===== src/rtl/biss_frame_check_if.sv =====
// Bit-stream and result bundle between the BiSS-C sampler, the frame checker and the position consumer.
interface biss_frame_check_if #(
    parameter int POS_W = 26
);
    logic             frame_start;
    logic             bit_valid;
    logic             bit_data;
    logic [POS_W-1:0] pos_data;
    logic             err_n;
    logic             warn_n;
    logic             data_valid;
    logic             crc_err;
    logic             len_err;
    logic             busy;
    logic [15:0]      good_cnt;
    logic [15:0]      bad_cnt;

    modport master (
        output frame_start, bit_valid, bit_data,
        input  pos_data, err_n, warn_n, data_valid, crc_err, len_err, busy, good_cnt, bad_cnt
    );

    modport slave (
        input  frame_start, bit_valid, bit_data,
        output pos_data, err_n, warn_n, data_valid, crc_err, len_err, busy, good_cnt, bad_cnt
    );
endinterface


===== src/rtl/biss_frame_check.sv =====
// BiSS-C frame de-framer: splits CDS/position/nE/nW fields, checks the inverted CRC-6,
// and publishes a validated position word plus status pulses and saturating frame statistics.
module biss_frame_check #(
    parameter int POS_W       = 26,
    parameter int TIMEOUT_CYC = 200
) (
    input  logic              clk,
    input  logic              rst,
    biss_frame_check_if.slave bus
);
    localparam int DATA_BITS = POS_W + 2;
    localparam int CNT_W     = $clog2(DATA_BITS + 6);
    localparam int TMO_W     = $clog2(TIMEOUT_CYC + 1);

    typedef enum logic [2:0] {IDLE, CDS, DATA, CRC, CHECK} state_t;

    state_t               state_q, state_d;
    logic [CNT_W-1:0]     cnt_q, cnt_d;
    logic [TMO_W-1:0]     tmo_q, tmo_d;
    logic [DATA_BITS-1:0] shift_q, shift_d;
    logic [5:0]           crc_q, crc_d;
    logic [5:0]           rx_crc_q, rx_crc_d;
    logic [POS_W-1:0]     pos_q, pos_d;
    logic                 err_n_q, err_n_d;
    logic                 warn_n_q, warn_n_d;
    logic                 data_valid_q, data_valid_d;
    logic                 crc_err_q, crc_err_d;
    logic                 len_err_q, len_err_d;
    logic                 busy_q, busy_d;
    logic [15:0]          good_cnt_q, good_cnt_d;
    logic [15:0]          bad_cnt_q, bad_cnt_d;
    logic                 good_inc, bad_inc, fb;

    always_comb begin
        state_d      = state_q;
        cnt_d        = cnt_q;
        tmo_d        = tmo_q;
        shift_d      = shift_q;
        crc_d        = crc_q;
        rx_crc_d     = rx_crc_q;
        pos_d        = pos_q;
        err_n_d      = err_n_q;
        warn_n_d     = warn_n_q;
        busy_d       = busy_q;
        data_valid_d = 1'b0;
        crc_err_d    = 1'b0;
        len_err_d    = 1'b0;
        good_inc     = 1'b0;
        bad_inc      = 1'b0;
        fb           = crc_q[5] ^ bus.bit_data;

        case (state_q)
            IDLE: begin
                if (bus.frame_start) begin
                    state_d  = CDS;
                    cnt_d    = '0;
                    tmo_d    = '0;
                    shift_d  = '0;
                    crc_d    = '0;
                    rx_crc_d = '0;
                    busy_d   = 1'b1;
                end
            end
            CHECK: begin
                state_d = IDLE;
                busy_d  = 1'b0;
                if (rx_crc_q == ~crc_q) begin
                    pos_d        = shift_q[POS_W+1:2];
                    err_n_d      = shift_q[1];
                    warn_n_d     = shift_q[0];
                    data_valid_d = 1'b1;
                    good_inc     = 1'b1;
                end else begin
                    crc_err_d = 1'b1;
                    bad_inc   = 1'b1;
                end
            end
            default: begin
                // A new start bit mid-frame wins over any bit strobe in the same cycle.
                if (bus.frame_start) begin
                    len_err_d = 1'b1;
                    bad_inc   = 1'b1;
                    state_d   = CDS;
                    cnt_d     = '0;
                    tmo_d     = '0;
                    shift_d   = '0;
                    crc_d     = '0;
                    rx_crc_d  = '0;
                end else if (bus.bit_valid) begin
                    tmo_d = '0;
                    if (state_q == CDS) begin
                        state_d = DATA;
                        cnt_d   = '0;
                    end else if (state_q == DATA) begin
                        shift_d = {shift_q[DATA_BITS-2:0], bus.bit_data};
                        crc_d   = {crc_q[4:0], 1'b0} ^ (fb ? 6'b000011 : 6'b000000);
                        cnt_d   = cnt_q + 1'b1;
                        if (cnt_q == CNT_W'(DATA_BITS - 1)) begin
                            state_d = CRC;
                            cnt_d   = '0;
                        end
                    end else begin
                        rx_crc_d = {rx_crc_q[4:0], bus.bit_data};
                        cnt_d    = cnt_q + 1'b1;
                        if (cnt_q == CNT_W'(5)) begin
                            state_d = CHECK;
                        end
                    end
                end else if (tmo_q == TMO_W'(TIMEOUT_CYC - 1)) begin
                    len_err_d = 1'b1;
                    bad_inc   = 1'b1;
                    state_d   = IDLE;
                    busy_d    = 1'b0;
                end else begin
                    tmo_d = tmo_q + 1'b1;
                end
            end
        endcase

        good_cnt_d = (good_inc && good_cnt_q != 16'hFFFF) ? good_cnt_q + 16'd1 : good_cnt_q;
        bad_cnt_d  = (bad_inc && bad_cnt_q != 16'hFFFF) ? bad_cnt_q + 16'd1 : bad_cnt_q;
    end

    always_ff @(posedge clk or negedge rst) begin
        if (!rst) begin
            state_q      <= IDLE;
            cnt_q        <= '0;
            tmo_q        <= '0;
            shift_q      <= '0;
            crc_q        <= '0;
            rx_crc_q     <= '0;
            pos_q        <= '0;
            err_n_q      <= 1'b1;
            warn_n_q     <= 1'b1;
            data_valid_q <= 1'b0;
            crc_err_q    <= 1'b0;
            len_err_q    <= 1'b0;
            busy_q       <= 1'b0;
            good_cnt_q   <= '0;
            bad_cnt_q    <= '0;
        end else begin
            state_q      <= state_d;
            cnt_q        <= cnt_d;
            tmo_q        <= tmo_d;
            shift_q      <= shift_d;
            crc_q        <= crc_d;
            rx_crc_q     <= rx_crc_d;
            pos_q        <= pos_d;
            err_n_q      <= err_n_d;
            warn_n_q     <= warn_n_d;
            data_valid_q <= data_valid_d;
            crc_err_q    <= crc_err_d;
            len_err_q    <= len_err_d;
            busy_q       <= busy_d;
            good_cnt_q   <= good_cnt_d;
            bad_cnt_q    <= bad_cnt_d;
        end
    end

    assign bus.pos_data   = pos_q;
    assign bus.err_n      = err_n_q;
    assign bus.warn_n     = warn_n_q;
    assign bus.data_valid = data_valid_q;
    assign bus.crc_err    = crc_err_q;
    assign bus.len_err    = len_err_q;
    assign bus.busy       = busy_q;
    assign bus.good_cnt   = good_cnt_q;
    assign bus.bad_cnt    = bad_cnt_q;
endmodule


===== src/flat_wrapper.sv =====
// flat-port wrapper written by rule: the top's interface ports become plain ports
module biss_frame_check_flat 
#(
    parameter int POS_W       = 26,
    parameter int TIMEOUT_CYC = 200
)
  (clk, rst, bus_frame_start, bus_bit_valid, bus_bit_data, bus_pos_data, bus_err_n, bus_warn_n, bus_data_valid, bus_crc_err, bus_len_err, bus_busy, bus_good_cnt, bus_bad_cnt);
  biss_frame_check_if #(.POS_W(POS_W)) bus_i ();
  input  logic clk;
  input  logic rst;
  input wire logic [$bits(bus_i.frame_start)-1:0] bus_frame_start;
  input wire logic [$bits(bus_i.bit_valid)-1:0] bus_bit_valid;
  input wire logic [$bits(bus_i.bit_data)-1:0] bus_bit_data;
  output wire logic [$bits(bus_i.pos_data)-1:0] bus_pos_data;
  output wire logic [$bits(bus_i.err_n)-1:0] bus_err_n;
  output wire logic [$bits(bus_i.warn_n)-1:0] bus_warn_n;
  output wire logic [$bits(bus_i.data_valid)-1:0] bus_data_valid;
  output wire logic [$bits(bus_i.crc_err)-1:0] bus_crc_err;
  output wire logic [$bits(bus_i.len_err)-1:0] bus_len_err;
  output wire logic [$bits(bus_i.busy)-1:0] bus_busy;
  output wire logic [$bits(bus_i.good_cnt)-1:0] bus_good_cnt;
  output wire logic [$bits(bus_i.bad_cnt)-1:0] bus_bad_cnt;
  assign bus_i.frame_start = bus_frame_start;
  assign bus_i.bit_valid = bus_bit_valid;
  assign bus_i.bit_data = bus_bit_data;
  assign bus_pos_data = bus_i.pos_data;
  assign bus_err_n = bus_i.err_n;
  assign bus_warn_n = bus_i.warn_n;
  assign bus_data_valid = bus_i.data_valid;
  assign bus_crc_err = bus_i.crc_err;
  assign bus_len_err = bus_i.len_err;
  assign bus_busy = bus_i.busy;
  assign bus_good_cnt = bus_i.good_cnt;
  assign bus_bad_cnt = bus_i.bad_cnt;
  biss_frame_check #(.POS_W(POS_W), .TIMEOUT_CYC(TIMEOUT_CYC)) u_core (.clk(clk), .rst(rst), .bus(bus_i));
endmodule

===== config.mk =====
export PLATFORM = sky130hd
export DESIGN_NAME = biss_frame_check_flat
export DESIGN_NICKNAME = d
export VERILOG_FILES = /design/src/rtl/biss_frame_check_if.sv /design/src/rtl/biss_frame_check.sv /design/src/flat_wrapper.sv
export SDC_FILE = /design/constraint.sdc
export NUM_CORES = 1
export LEC_CHECK = 0
export CAP_MARGIN = 20
export CORE_MARGIN = 4
export CORE_UTILIZATION = 40
export CTS_CLUSTER_DIAMETER = 100
export DETAILED_ROUTE_END_ITERATION = 6
export GPL_ROUTABILITY_DRIVEN = 0
export PLACE_DENSITY_LB_ADDON = 0.05
export SLEW_MARGIN = 40
export SYNTH_ARGS = -nofsm -noshare
export SYNTH_HDL_FRONTEND = slang
export SYNTH_SLANG_ARGS = --single-unit

===== constraint.sdc =====
create_clock -name clk -period 2.8 [get_ports clk]
set_input_delay 0.56 -clock clk [delete_from_list [all_inputs] [get_ports clk]]
set_output_delay 0.56 -clock clk [all_outputs]
set_load 0.1 [all_outputs]

Word-level counts from Yosys, hierarchy flattened
Cells that the tools add are included.
{ "totals": {"reg_bits": 121, "inputBits": 5, "out_inout_bits": 64, "elab_cells": 107} }
{ "classes": {"add_sub_neg": 4, "n_eq_ne": 17, "n_mux": 52, "bitwise": 4, "reduce_logical": 15} }
{ "ops": {"columns": ["operator", "n"], "rows": [
  ["$mux W28", 5],
  ["$mux W6", 14],
  ["$pmux W28 S2", 1],
  ["$pmux W6 S2", 3],
  ["$add A16 B1 Y16 const B", 2],
  ["$mux W8", 4],
  ["$ne A16 B16 Y1 const B", 2],
  ["$mux W3", 8],
  ["$pmux W8 S2", 1],
  ["$mux W1", 12],
  ["$reduce_and A5 Y1", 2],
  ["$add A8 B1 Y8 const B", 1],
  ["$eq A8 B8 Y1 const B", 1],
  ["$reduce_and A4 Y1", 2],
  ["$add A6 B1 Y6 const B", 1],
  ["$eq A6 B3 Y1 const B", 1],
  ["$eq A6 B5 Y1 const B", 1],
  ["$eq A6 B6 Y1", 1],
  ["$ne A2 B2 Y1 const B", 3],
  ["$ne A6 B2 Y1 const B", 1],
  ["$ne A6 B5 Y1 const B", 1],
  ["$not A6 Y6", 1],
  ["$pmux W3 S2", 1],
  ["$reduce_and A3 Y1", 2],
  ["18 further kinds", 21]
]} }

Longest topological paths before layout
Gate-level depths: netlist of the first run.
{ "depth": {"ltp_word": 8, "mapped_depth": 8, "depth_no_buf": 6} }

Worst setup path after synthesis of the first run
Ideal clock, no wire load.
{ "synth_path": {"path_type": "register -> register", "start": "register u_core.good_cnt_q[0] (netlist: u_core.bus.good_cnt[0])", "end": "register u_core.good_cnt_q[7] (netlist: u_core.bus.good_cnt[7])", "setup_time_ns": 0.165, "t_arrival_ns": 2.573, "required_time_ns": 2.635, "path_slack_ns": 0.063, "stages_incl_launch_ff": 8, "path_buffers": 1, "synth_period_minus_slack_ns": 2.737, "cell_sequence": "dfrtp_1 -> ha_1 -> nand2_1 -> nor4_1 -> and2_0 -> buf_2 -> nor3_1 -> xor2_1"} }
{ "synth_between": {"elab_chain_cells": 2, "elab_cells_between_ends": 3, "cone_classes": "add/sub: 1; eq/ne: 1; reduce/logical: 1"} }
{ "synth_rtl": {"columns": ["item", "line", "text"], "rows": [
  ["start, declared", "biss_frame_check.sv:30", "logic [15:0] good_cnt_q, good_cnt_d;"],
  ["start signal, assigned", "biss_frame_check.sv:155", "good_cnt_q <= good_cnt_d;"],
  ["branches (longest 2 deep; another with $add A16 B1 Y16)", null, null]
]} }
Several ways; the timed one is not identified.
A chain may end at the register's enable or synchronous reset.

Worst setup path after layout of the first run
{ "layout_path": {"start": "register u_core.state_q[1]", "end": "register u_core.good_cnt_q[11] (netlist: u_core.bus.good_cnt[11])"} }
{ "layout_between": {"elab_chain_cells": 3} }
{ "layout_rtl": {"columns": ["item", "line", "text"], "rows": [
  ["start, declared", "biss_frame_check.sv:17", "state_t state_q, state_d;"],
  ["start signal, assigned", "biss_frame_check.sv:142", "state_q <= state_d;"],
  ["$eq A3 B3 Y1", "biss_frame_check.sv:52", "case (state_q)"],
  ["$mux W1", "biss_frame_check.sv:52", null],
  ["$logic_and A1 B1 Y1", "biss_frame_check.sv:120", "good_cnt_d = (good_inc && good_cnt_q != 16'hFFFF) ? good_cnt_q + 16'd1 : good_cnt_q;"]
]} }
Every way passes these cells.

==> results of run 1 <==
[layout by cell type (no fill, tap or decap), drive strengths merged, types with 3 or more instances in the layout]
master,n
a21oi,6
bufinv,4
mux2,31
nand4,20
nor4,7
ha,5
xor2,14
or3,4
nand3,38
o21ai,26
a22o,20
inv,20
nand2,62
clkinv,6
a21boi,3
nand2b,3
clkdlybuf4s50,3
nor2,18
buf,80
dfrtp,119
and3,7
clkbuf,18
and2,5
xnor2,23
o31ai,3
nor3,10
[power by group]
part | total (W) | switching (W) | leakage, nW | internal [W]
sequential | 0.00198 | 0.000135 | 1.66 | 0.00184
combinational | 0.00113 | 0.000814 | 1.36 | 0.000318
clock | 0.00229 | 0.000799 | 0.305 | 0.00149
total | 0.00541 | 0.00175 | 3.33 | 0.00366
[cells by family (layout without fill, tap and decap cells)]
logic type,count (synthesis),in the layout,share of synthesized area
AND/OR/NAND/NOR,188,188,0.1800
flip-flops,121,121,0.5526
AO/OA/AOI/OAI,74,74,0.09879
buffers and inverters,41,132,0.03080
XOR/XNOR,37,37,0.05909
multiplexers,33,33,0.06730
adder cells (fa/ha/maj),5,5,0.01141
[per-layer routing]
layer / global-route usage / vias up
met2: 0.2363 / 88
met3: 0.04264 / 9
met1: 0.2094 / 2014
li1: - / 1942
met4: 0.05357 / 0
met5: 0 / -
[registers in the layout, indices dropped and copies added, names as in the netlist, 3 cells and up]
signal and flops:
u_core.rx_crc_q 6, u_core.bus.good_cnt 16, u_core.crc_q 6, u_core.bus.bad_cnt 16, u_core.tmo_q 8, u_core.state_q 3, u_core.bus.pos_data 26, u_core.cnt_q 6
u_core.shift_q 28
[cell type report]
cell class	instances	area, um2
repair buffers	83	655.6
clock inverters	14	195.2
multi-input cells	337	2290
inverters	17	63.81
fillers	1217	6464
clock buffers	18	429.2
flip-flops and latches	121	3030
well taps	176	220.2
[stage by stage]
stage / instance area (um2) / std cells / hold slack, ps / power [W] / setup WS (ps)
after global placement: 6260 / 734 / 476.2 / 0.003144 / 240.0
after CTS: 6884 / 766 / 129.7 / 0.005476 / 476.4
final: 6884 / 766 / 122.8 / 0.005405 / 475.3
after floorplan: 5484 / 499 / 264.4 / 0.002822 / 62.58
after detailed placement: 6260 / 734 / 482.2 / 0.003151 / 226.8
after global routing: 6884 / 766 / 155.7 / 0.005642 / 391.9
[cells in the mapped netlist, types with 3 or more instances]
cell type,instances,area [um2]
inv_1,17,63.81
nand2b_1,3,18.77
o21ai_0,25,125.1
nor4_1,4,25.02
o31ai_1,3,22.52
nand4_1,20,125.1
nor3_1,9,45.04
xor2_1,14,122.6
a22o_1,20,175.2
a21oi_1,6,30.03
dfrtp_1,119,2978
nand2_1,62,232.7
buf_2,6,30.03
and2_1,4,25.02
and3_1,7,43.79
ha_1,5,62.56
or3_1,4,25.02
nand3_1,38,190.2
nor2_1,18,67.56
mux2_2,31,349.1
xnor2_1,23,201.4
clkbuf_1,15,56.30
[worst reg2reg max path, cell delays in order (launching register included)]
cell	delay, ps
dfrtp_1	530
or3b_1	610
or3_1	570
nor4_2	390
xnor2_1	150
[how the worst min path moves through the flow]
stage / end / start / cells after the start
floorplan: u_core.bus.bad_cnt[0] / rst / 0
global placement: u_core.tmo_q[1] / u_core.tmo_q[1] / 2
detailed placement: u_core.shift_q[23] / u_core.shift_q[23] / 2
CTS: u_core.bus.pos_data[23] / rst / 1
global route: u_core.bus.pos_data[23] / rst / 1
finish: u_core.bus.pos_data[23] / rst / 1
==> run summary, run 1 <==
Max-Cap Viols: 0
CTS root buf: clkbuf_16
Max Fclk: 430.2 MHz
Pin count of the biggest net entering global routing: 49
First-pass GRT wire length: 19750 um
Wl on met1: 5564 um
Synthesized Nets: 509
Clock skew: 7.753 ps
Leakage power: 3.329 nW
Number of enable flip-flop cells after synthesis: 0
Period minus WS final: 2325 ps
Crit path launch: u_core.state_q[1]
Final wirelength: 11460 um
Met2 wire length: 5324 um
Slowest-stage cell, CP: or3b_1
CP Launch Type: flip-flop
N_diodes: 0
Initial core utilization: 0.4109
#FFs+latches synth: 121
Worst setup path category: reg2reg
CTS tree: yes
Slew Limit Fails: 0
Clock-pin transition on the worst setup and hold timing paths: 50 ps
Setup Buffers After CTS: 0
Seq/Total Area, Yosys: 0.5526
Count of unique library cells instantiated by Yosys: 56
R2r setup slk: 480 ps
R2R cell count: 4
Hold_buf cts: 0
PD cells: 785.2 mW/mm2
Relative slew slack: 0.5959
Critical-path cell list: or3b_1, or3_1, nor4_2, xnor2_1
Critical path required time: 3140 ps
Setup_tns: 0 ps
Cts bufs inserted: 17
# setup viols final: 0
Fin. Hold Viols: 0
DP Wirelength: 7667 um
Top Family by Delay on Critical Path: simple AND/OR/NAND/NOR gates
Nets: 587
YS warnings: 0
Remaining Overflow, GRT: 0
Max layer used: met4
Worst hold path class: in2async
Critical Path End: u_core.bus.good_cnt[11]
Routed Antenna Nets: 0
Post-cts gate resize count: 0
Worst-margin pin slew: 606.2 ps
Cell Area, Synth: 0.005484 mm2
Post-Syn Instances: 499
Crit end category: flip-flop
Run status: completed
WL/cell: 14.95 um
WL met3: 453 um
H-tree lvl count: 4
Layout cell share with drive strength beyond 1: 0.2627
Die Ht: 125.1 um
Main synth FF type: dfrtp_1
TritonRoute pass-1 iters: 4
Worst Path Arrival: 2660 ps
Post-synth ARST share: 1.000
Core footprint: 0.01335 mm2
RSZ-0062 raised after global routing: no
Clock Path Buffers: 2
Clock Sink Count: 121
Via count: 4053
Fin crit share: 0.8302
Residual DRC: 0
Max incr delay on CP: 600 ps
WP buf/inv: 0
Global-route usage over all layers: 0.1534
Die X: 125.1 um
Die area: 0.01565 mm2
Antenna violations before repair: 0
Port Buf Inserts: 68
Reg-to-Reg Start: u_core.state_q[1]
Share of the core filled with cells: 0.5157
Syn Area/Cell: 10.99 um2
Worst vdd ir: 0.9962 mV
Path length in cells of the critical path: 4
Worst-Skew Late Latency: 410 ps
Area Growth Syn to Fin: 25.53%
Vias per inst: 5.291
Num rows: 42
# IOs: 69
Crit-path max FO: 13
Drt initial violations: 275
Worst r2r dst: u_core.bus.good_cnt[11]
Number of global-route vias before repair: 4040
No activity file was read; power rests on OpenSTA's default activity.
==> run 2: changes to the inputs <==
==> constraint.sdc (replaced) <==
create_clock -name clk -period 2.32 [get_ports clk]
set_input_delay 0.464 -clock clk [delete_from_list [all_inputs] [get_ports clk]]
set_output_delay 0.464 -clock clk [all_outputs]
set_load 0.1 [all_outputs]
==> run 2 against run 1 <==
Effect of this change:
- core utilization rose by 1.0 points
- fmax increased by 11%
- first-iteration DRC count up 17%
- sequential power increased by 19%
- clock-buffer cell count grew 4
- sequential share of layout area fell by 0.41 points
- die area unchanged
- flip-flop and latch count did not move
- register-to-register slack lost 240 ps
- total power grew 19%
- cell count is 1.7% higher
- combinational power is 30% higher
==> run summary, run 2 (same netlist as run 1, synthesis figures left out) <==
Commonest non-fill, non-tap cell in the layout: dfrtp_1
Vias per inst: 5.221 (-1.3%)
Die X: 125.1 um (unchanged)
Period minus WS final: 2088 ps (-236.7 ps)
RSZ-0062 raised after global routing: no
First-pass GRT wire length: 20290 um (+2.7%)
Share of the core filled with cells: 0.5262 (+0.01040)
H-tree lvl count: 4 (unchanged)
# fillers: 1246 (+2.4%)
Num rows: 42 (unchanged)
Most frequent cells in the layout: dfrtp_1, buf_4, nand2_1
Remaining Overflow, GRT: 0 (unchanged)
CP Launch Type: flip-flop
Reg with most FFs: u_core.shift_q
Crit end category: flip-flop
TritonRoute pass-1 iters: 4 (unchanged)
Clock Path Buffers: 2 (unchanged)
HP Start: u_core.bus.bad_cnt[3]
Worst-margin pin slew: 527.5 ps (-78.68 ps)
Worst vdd ir: 0.6786 mV (-32%)
Initial core utilization: 0.4109 (unchanged)
Fin crit share: 0.9000 (+0.06976)
Die Ht: 125.1 um (unchanged)
Reg-to-Reg Start: u_core.rx_crc_q[4]
Area Growth Syn to Fin: 28.06%
Pin count of the biggest net entering global routing: 39 (-20%)
Slowest-stage cell, CP: dfrtp_1
Critical-path cell list: xor2_1, nand4_1, buf_4, o311a_1, buf_12, nand2_1, mux2_2
Global-route usage over all layers: 0.1574 (+0.004031)
Fin Hold WS: 489.1 ps (+366.2 ps)
Drt initial violations: 321 (+17%)
PD cells: 918.2 mW/mm2 (+17%)
CTS tree: yes
WP buf/inv: 2 (+2)
Post-cts gate resize count: 0 (unchanged)
Top Family by Delay on Critical Path: flip-flops
Clock-pin transition on the worst setup and hold timing paths: 60 ps (about the same)
Setup Buffers After CTS: 0 (unchanged)
Max-Cap Viols: 0 (unchanged)
Nets: 600 (+2.2%)
Core footprint: 0.01335 mm2 (unchanged)
Worst setup path category: reg2reg
# setup viols final: 0 (unchanged)
Port Buf Inserts: 68 (unchanged)
Relative slew slack: 0.6462 (+0.05033)
Clock Sink Count: 121 (unchanged)
WL/cell: 14.99 um (+0.22%)
R2r setup slk: 230 ps (-240 ps)
Area after DPL: 0.006414 mm2 (+2.5%)
Leakage power: 3.344 nW (+0.46%)
Final wirelength: 11680 um (+1.9%)
Residual DRC: 0 (unchanged)
Die area: 0.01565 mm2 (unchanged)
N_diodes: 0 (unchanged)
Max reg flops: 28 (unchanged)
CTS root buf: clkbuf_16
Number of global-route vias before repair: 4045 (+0.12%)
Final Cell Area: 0.007023 mm2 (+2.0%)
# IOs: 69 (unchanged)
Fin. Hold Viols: 0 (unchanged)
Slew Limit Fails: 0 (unchanged)
Worst Path Arrival: 2390 ps (-270 ps)
Via count: 4067 (+0.35%)
Run status: completed
DP Wirelength: 7918 um (+3.3%)
Max Fclk: 478.9 MHz (+11%)
Max incr delay on CP: 400 ps (-200 ps)
Routed Antenna Nets: 0 (unchanged)
Antenna violations before repair: 0 (unchanged)
Clock skew: 7.159 ps (-0.5942 ps)
Worst-Skew Late Latency: 410 ps (about the same)
Crit-path max FO: 15 (+2)
Worst hold path class: reg2reg
Crit path launch: u_core.rx_crc_q[4]
Layout cell share with drive strength beyond 1: 0.3184 (+0.05570)
Hold_buf cts: 1 (+1)
Cts bufs inserted: 17 (unchanged)
Critical path required time: 2620 ps (-520 ps)
run 2: cell count changes in the layout (fill, tap and decap cells not counted), moves of 2 or more:
cell / previous run / this run
bufinv_16: 4 / 2
buf_4: 78 / 88
clkinvlp_4: 1 / 3
clkbuf_8: 0 / 4
dfrtp_2: 0 / 23
clkinv_4: 3 / 0
buf_12: 2 / 4
dfrtp_1: 119 / 95
run 2: stage by stage:
stage / cells / power [W] / TNS [ps] / worst slack (ps)
2_1_floorplan: 499 / 0.003422 / 0 / 3.228
3_3_place_gp: 746 / 0.003855 / -45.94 / -33.60
3_5_place_dp: 746 / 0.003868 / -52.11 / -27.24
4_1_cts: 779 / 0.006543 / 0 / 214.9
5_1_grt: 779 / 0.006775 / 0 / 140.2
6_report: 779 / 0.006449 / 0 / 232.0
run 2: report_power, final:
group | total, W | switching [W] | internal [W]
clock network | 0.00262 | 0.000931 | 0.00169
logic | 0.00147 | 0.00104 | 0.000431
registers | 0.00236 | 0.000112 | 0.00224
run 2: cell type report:
class	instances	area, um2	share of cell area
multi-input cells	337	2296	0.3269
flip-flops and latches	121	3063	0.4361
repair buffers	96	780.7	0.1112
clock inverters	10	115.1	0.01639
well taps	176	220.2	0.03136
inverters	17	63.81	0.009086
clock buffers	22	484.2	0.06895
run 2: path summary, 6_finish.rpt:
check	end	cells after the start
worst max-delay path	u_core.bus.bad_cnt[1]	7
worst min-delay path	u_core.bus.bad_cnt[3]	1
worst max register to register	u_core.bus.bad_cnt[1]	7
worst min register to register	u_core.bus.bad_cnt[3]	1
max in group asynchronous	u_core.bus.warn_n	3
min in group asynchronous	u_core.bus.good_cnt[9]	2
run 2: routing by layer:
metal / GRT usage / routed length (um) / up-vias
met2: 0.2385 / 5507 / 73
met4: 0.06122 / 194 / 0
li1: - / - / 1952
met3: 0.04051 / 407 / 19
met1: 0.2178 / 5566 / 2023
met5: 0 / 0 / -
run 2: worst reg2reg max path, cell delays in order (launching register included):
cell and delay [ps]:
dfrtp_1 400, xor2_1 180, nand4_1 220, buf_4 230, o311a_1 370, buf_12 160, nand2_1 90, mux2_2 330
